## src/rtl/pipe_stage_reg.sv

```systemverilog
// Pipeline stage register with valid/ready handshake and bubble outputs.
// Define PIPE_SKID_EN for the two-entry skid build with registered in_ready.
module pipe_stage_reg #(
  parameter int DATA_W = 32,
  parameter int ADDR_W = 5
) (
  input  logic              clk,
  input  logic              rst,
  input  logic              flush,
  input  logic              in_valid,
  output logic              in_ready,
  input  logic [ADDR_W-1:0] in_wd,
  input  logic              in_wreg,
  input  logic [DATA_W-1:0] in_wdata,
  output logic              out_valid,
  input  logic              out_ready,
  output logic [ADDR_W-1:0] out_wd,
  output logic              out_wreg,
  output logic [DATA_W-1:0] out_wdata,
  output logic [1:0]        count
);

  typedef enum logic [1:0] {
    EMPTY = 2'd0,
    ONE   = 2'd1,
    TWO   = 2'd2
  } state_e;

  state_e            state_q;
  logic              vld_q;
  logic [1:0]        cnt_q;
  logic [ADDR_W-1:0] hd_wd_q;
  logic              hd_wreg_q;
  logic [DATA_W-1:0] hd_wdata_q;

  logic acc;
  logic rel;

`ifdef PIPE_SKID_EN
  logic              rdy_q;
  logic [ADDR_W-1:0] sk_wd_q;
  logic              sk_wreg_q;
  logic [DATA_W-1:0] sk_wdata_q;

  assign in_ready = rdy_q;
`else
  // Single entry: a release frees the slot in the same cycle.
  assign in_ready = ~vld_q | out_ready;
`endif

  assign acc = in_valid & in_ready;
  assign rel = vld_q & out_ready;

  always_ff @(posedge clk) begin
    if (rst || flush) begin
      state_q    <= EMPTY;
      vld_q      <= 1'b0;
      cnt_q      <= 2'd0;
      hd_wd_q    <= '0;
      hd_wreg_q  <= 1'b0;
      hd_wdata_q <= '0;
`ifdef PIPE_SKID_EN
      rdy_q      <= 1'b1;
      sk_wd_q    <= '0;
      sk_wreg_q  <= 1'b0;
      sk_wdata_q <= '0;
`endif
    end else begin
      unique case (state_q)
        EMPTY: begin
          if (acc) begin
            state_q    <= ONE;
            vld_q      <= 1'b1;
            cnt_q      <= 2'd1;
            hd_wd_q    <= in_wd;
            hd_wreg_q  <= in_wreg;
            hd_wdata_q <= in_wdata;
          end
        end
        ONE: begin
          if (acc && rel) begin
            hd_wd_q    <= in_wd;
            hd_wreg_q  <= in_wreg;
            hd_wdata_q <= in_wdata;
          end else if (rel) begin
            state_q    <= EMPTY;
            vld_q      <= 1'b0;
            cnt_q      <= 2'd0;
            hd_wd_q    <= '0;
            hd_wreg_q  <= 1'b0;
            hd_wdata_q <= '0;
`ifdef PIPE_SKID_EN
          end else if (acc) begin
            state_q    <= TWO;
            cnt_q      <= 2'd2;
            rdy_q      <= 1'b0;
            sk_wd_q    <= in_wd;
            sk_wreg_q  <= in_wreg;
            sk_wdata_q <= in_wdata;
`endif
          end
        end
`ifdef PIPE_SKID_EN
        TWO: begin
          // Skid entry moves up to head as the old head leaves.
          if (rel) begin
            state_q    <= ONE;
            cnt_q      <= 2'd1;
            rdy_q      <= 1'b1;
            hd_wd_q    <= sk_wd_q;
            hd_wreg_q  <= sk_wreg_q;
            hd_wdata_q <= sk_wdata_q;
            sk_wd_q    <= '0;
            sk_wreg_q  <= 1'b0;
            sk_wdata_q <= '0;
          end
        end
`endif
        default: begin
          state_q    <= EMPTY;
          vld_q      <= 1'b0;
          cnt_q      <= 2'd0;
          hd_wd_q    <= '0;
          hd_wreg_q  <= 1'b0;
          hd_wdata_q <= '0;
        end
      endcase
    end
  end

  assign out_valid = vld_q;
  assign out_wd    = hd_wd_q;
  assign out_wreg  = hd_wreg_q;
  assign out_wdata = hd_wdata_q;
  assign count     = cnt_q;

endmodule

```

## config.mk

```make
export PLATFORM = sky130hd
export DESIGN_NAME = pipe_stage_reg
export DESIGN_NICKNAME = d
export VERILOG_FILES = /design/src/rtl/pipe_stage_reg.sv
export SDC_FILE = /design/constraint.sdc
export NUM_CORES = 1
export LEC_CHECK = 0
export ABC_CLOCK_PERIOD_IN_PS = 1050
export BUFFER_PORTS_ARGS = -buffer_cell sky130_fd_sc_hd__buf_4
export CAP_MARGIN = 0
export CORE_UTILIZATION = 27
export DETAILED_ROUTE_END_ITERATION = 16
export PLACE_DENSITY = 0.69
export SETUP_SLACK_MARGIN = 0.05
export SYNTH_ARGS = -nofsm -noshare
export SYNTH_HDL_FRONTEND = slang
export SYNTH_SLANG_ARGS = --single-unit
```

## constraint.sdc

```tcl
create_clock -name clk -period 1.05 [get_ports clk]
set_input_delay 0.105 -clock clk [delete_from_list [all_inputs] [get_ports clk]]
set_output_delay 0.105 -clock clk [all_outputs]
set_load 0.02 [all_outputs]
```

==> flow_metrics.tcl <==
set metrics [dict create \
    synth.top_cell.area_share_pct 62.2 \
    place_congestion 0.655 \
    synth_area_leaders "dfxtp_1, a22o_1, buf_6" \
    worstRegToRegCells 3 \
    post-place-ws_ns -0.100 \
    dr.pass1.iters 4 \
    cts_tree "done" \
    initial_core_util_pct 28.5 \
    fmax_ghz 0.897 \
    hold_viol 0 \
    rsz0062_at_grt "yes" \
    ios 85 \
    core-area_um2 4410 \
    layout_commonest_cell "buf_4" \
    pwr-share-clk_pct 39.3 \
    dieWidth_um 70.2 \
    mostFrequentLayoutCells "buf_4, a22o_1, dfxtp_1" \
    htreeDepth 2 \
    avgSynthCellArea_um2 13.2 \
    crit_path_start "count[0]$_SDFFE_PP0P_" \
    syn_area_um2 1260 \
    cts_inserted_buffers 5 \
    violations "setup timing" \
    instances_no_fill 234 \
    port_buffers 83 \
    area_growth_pct 66.1 \
    crit_required_ns 1.23 \
    grt_pass1_wl_um 5260 \
    drtIter0Drc 62 \
    syn_nets 138 \
    vias 1068 \
    cts_buffer_depth 2 \
    grt_max_degree 20 \
    worstSkewPairLatency_ns 0.28 \
    status "finished, violations left" \
    clock-sinks 39 \
    holdPathEnd "out_wdata[23]$_SDFFE_PP0P_" \
    finalCriticalPeriod_ns 1.11 \
    wire_per_inst_um 14.1 \
    p_sw_share_pct 21.9 \
    worstPathMaxFanout 19 \
    synthCells 95 \
    viasPerCell 4.56 \
    p_seq_share_pct 48.2 \
    clk_pin_slew_worst_paths_ns 0.08 \
    cts_hold_buf 0 \
    vdd_drop_max_v 0.000650 \
    yosysTopAreaCell "dfxtp_1" \
    p_per_area_nw_per_um2 1550 \
    ys_types 13 \
    fin_worst_skew_ns 0.00510 \
    setup_violations 39 \
    worstHoldStart "in_wdata[23]" \
    reg2reg_slack_ns -0.06 \
    slew_viol_final 0 \
    hold_slack_ns 0.0222 \
    hpwl_um 2050 \
    finalCritPeriodShare_pct 106 \
    grt_pass1_vias 1060 \
    timing.final.ws_setup_ns -0.0644 \
    timing.rr.end "out_wdata[30]$_SDFFE_PP0P_" \
    final_core_util_pct 47.3 \
    cp.arrival_ns 1.30 \
    drc_errors 0 \
    clock-root-buffer "clkbuf_8" \
    r2r-start "count[0]$_SDFFE_PP0P_" \
    row_count 24 \
    worstHoldPathCells 2 \
    cellLeakagePower_nw 1.00 \
    criticalPathCategory "reg -> reg" \
    drive_above_1_share_pct 56.0 \
    dieArea_um2 4930 \
    antenna_found_initial 0 \
    ys_ff_latch 39 \
    ys_seq_area_share_pct 62.2 \
    p_sw_uw 707 \
    ant_nets 0 \
    fillerInstances 430 \
    cap_violations 0 \
    n_antenna_cell 0 \
    grt.overflow.total 0 \
    intPower_mw 2.53 \
    yosys_warnings 0 \
    total_power_mw 3.23 \
    endpoint_kind "register" \
    routed_wl_um 3300 \
    hp-class "in -> reg" \
    dp.cells 223 \
    cp-start-kind "register" \
    grt_usage_pct 13.9 \
    die_height_um 70.2 \
    combPwrFrac_pct 12.5 \
    fin_nets 224 \
]
## repair_timing
action                     4_1_cts  5_1_grt
pin swaps                        1        1
gates resized for setup          7        1
setup buffers                    1        0
setup endpoints to repair       41       41
hold endpoints to repair         0        0
cloned                           2        0
## registers in the layout (all words and copies together), names as in the netlist
signal	count
out_wd	5
out_wreg	1
out_wdata	32
count	1
## cell type report
class | count | area (µm²) | share of cell area, %
sequential | 39 | 785 | 37.6
timing repair buffer | 88 | 708 | 33.9
multi-input combinational | 46 | 408 | 19.5
clock buffer | 6 | 82.6 | 3.96
tap | 52 | 65.1 | 3.12
clock inverter | 2 | 35.0 | 1.68
inverter | 1 | 3.75 | 0.180
## critical path: stages, from the launching register on
cell and delay (ns):
dfxtp_4 0.37, o211a_4 0.26, buf_12 0.16, a22o_1 0.22
## stage by stage
stage | cell area [µm²] | setup TNS, ns
after floorplan | 1270 | -2.63
after global placement | 1900 | -2.11
after detailed placement | 1900 | -3.23
after CTS | 2080 | -2.18
after global routing | 2090 | -3.09
final | 2090 | -1.89
## Yosys cell counts, drive strengths merged
cell type / count
nand2b: 1
inv: 1
a22o: 38
nor2: 1
a21boi: 1
conb: 1
nand2: 1
buf: 10
dfxtp: 39
and3: 1
o211a: 1
## power by group through the flow
stage / registers, mW / clock network, mW / logic [mW]
3_3_place_gp: 1.59 / 0 / 0.373
6_report: 1.56 / 1.27 / 0.404
4_1_cts: 1.56 / 1.32 / 0.407
2_1_floorplan: 1.65 / 0 / 0.112
5_1_grt: 1.56 / 1.37 / 0.429
3_5_place_dp: 1.59 / 0 / 0.377
## cells by family after synthesis
logic type / after synthesis / synth area share (%)
other cells: 1 / 0.299
flops: 39 / 62.2
buf+inv: 11 / 7.67
simple gates: 4 / 1.99
compound gates: 40 / 27.9
## metal layers
layer | vias up | routed length, µm | track usage [%]
li1 | 534 | - | -
met1 | 467 | 1550 | 17.3
met2 | 62 | 1430 | 21.6
met3 | 5 | 275 | 5.19
met4 | 0 | 49 | 6.00
met5 | - | 0 | 0
## worst max-delay path by stage
| stage | end | slack (ns) | cells after the start |
|---|---|---|---|
| after floorplan | out_wd[0]$_SDFFE_PP0P_ | -0.12 | 5 |
| after global placement | out_wdata[25]$_SDFFE_PP0P_ | -0.07 | 3 |
| after detailed placement | out_wd[0]$_SDFFE_PP0P_ | -0.10 | 4 |
| after CTS | out_wdata[30]$_SDFFE_PP0P_ | -0.08 | 3 |
| after global routing | out_wdata[28]$_SDFFE_PP0P_ | -0.1 | 3 |
| final | out_wdata[30]$_SDFFE_PP0P_ | -0.06 | 3 |
Note: power is estimated with default switching activity, not from simulation.
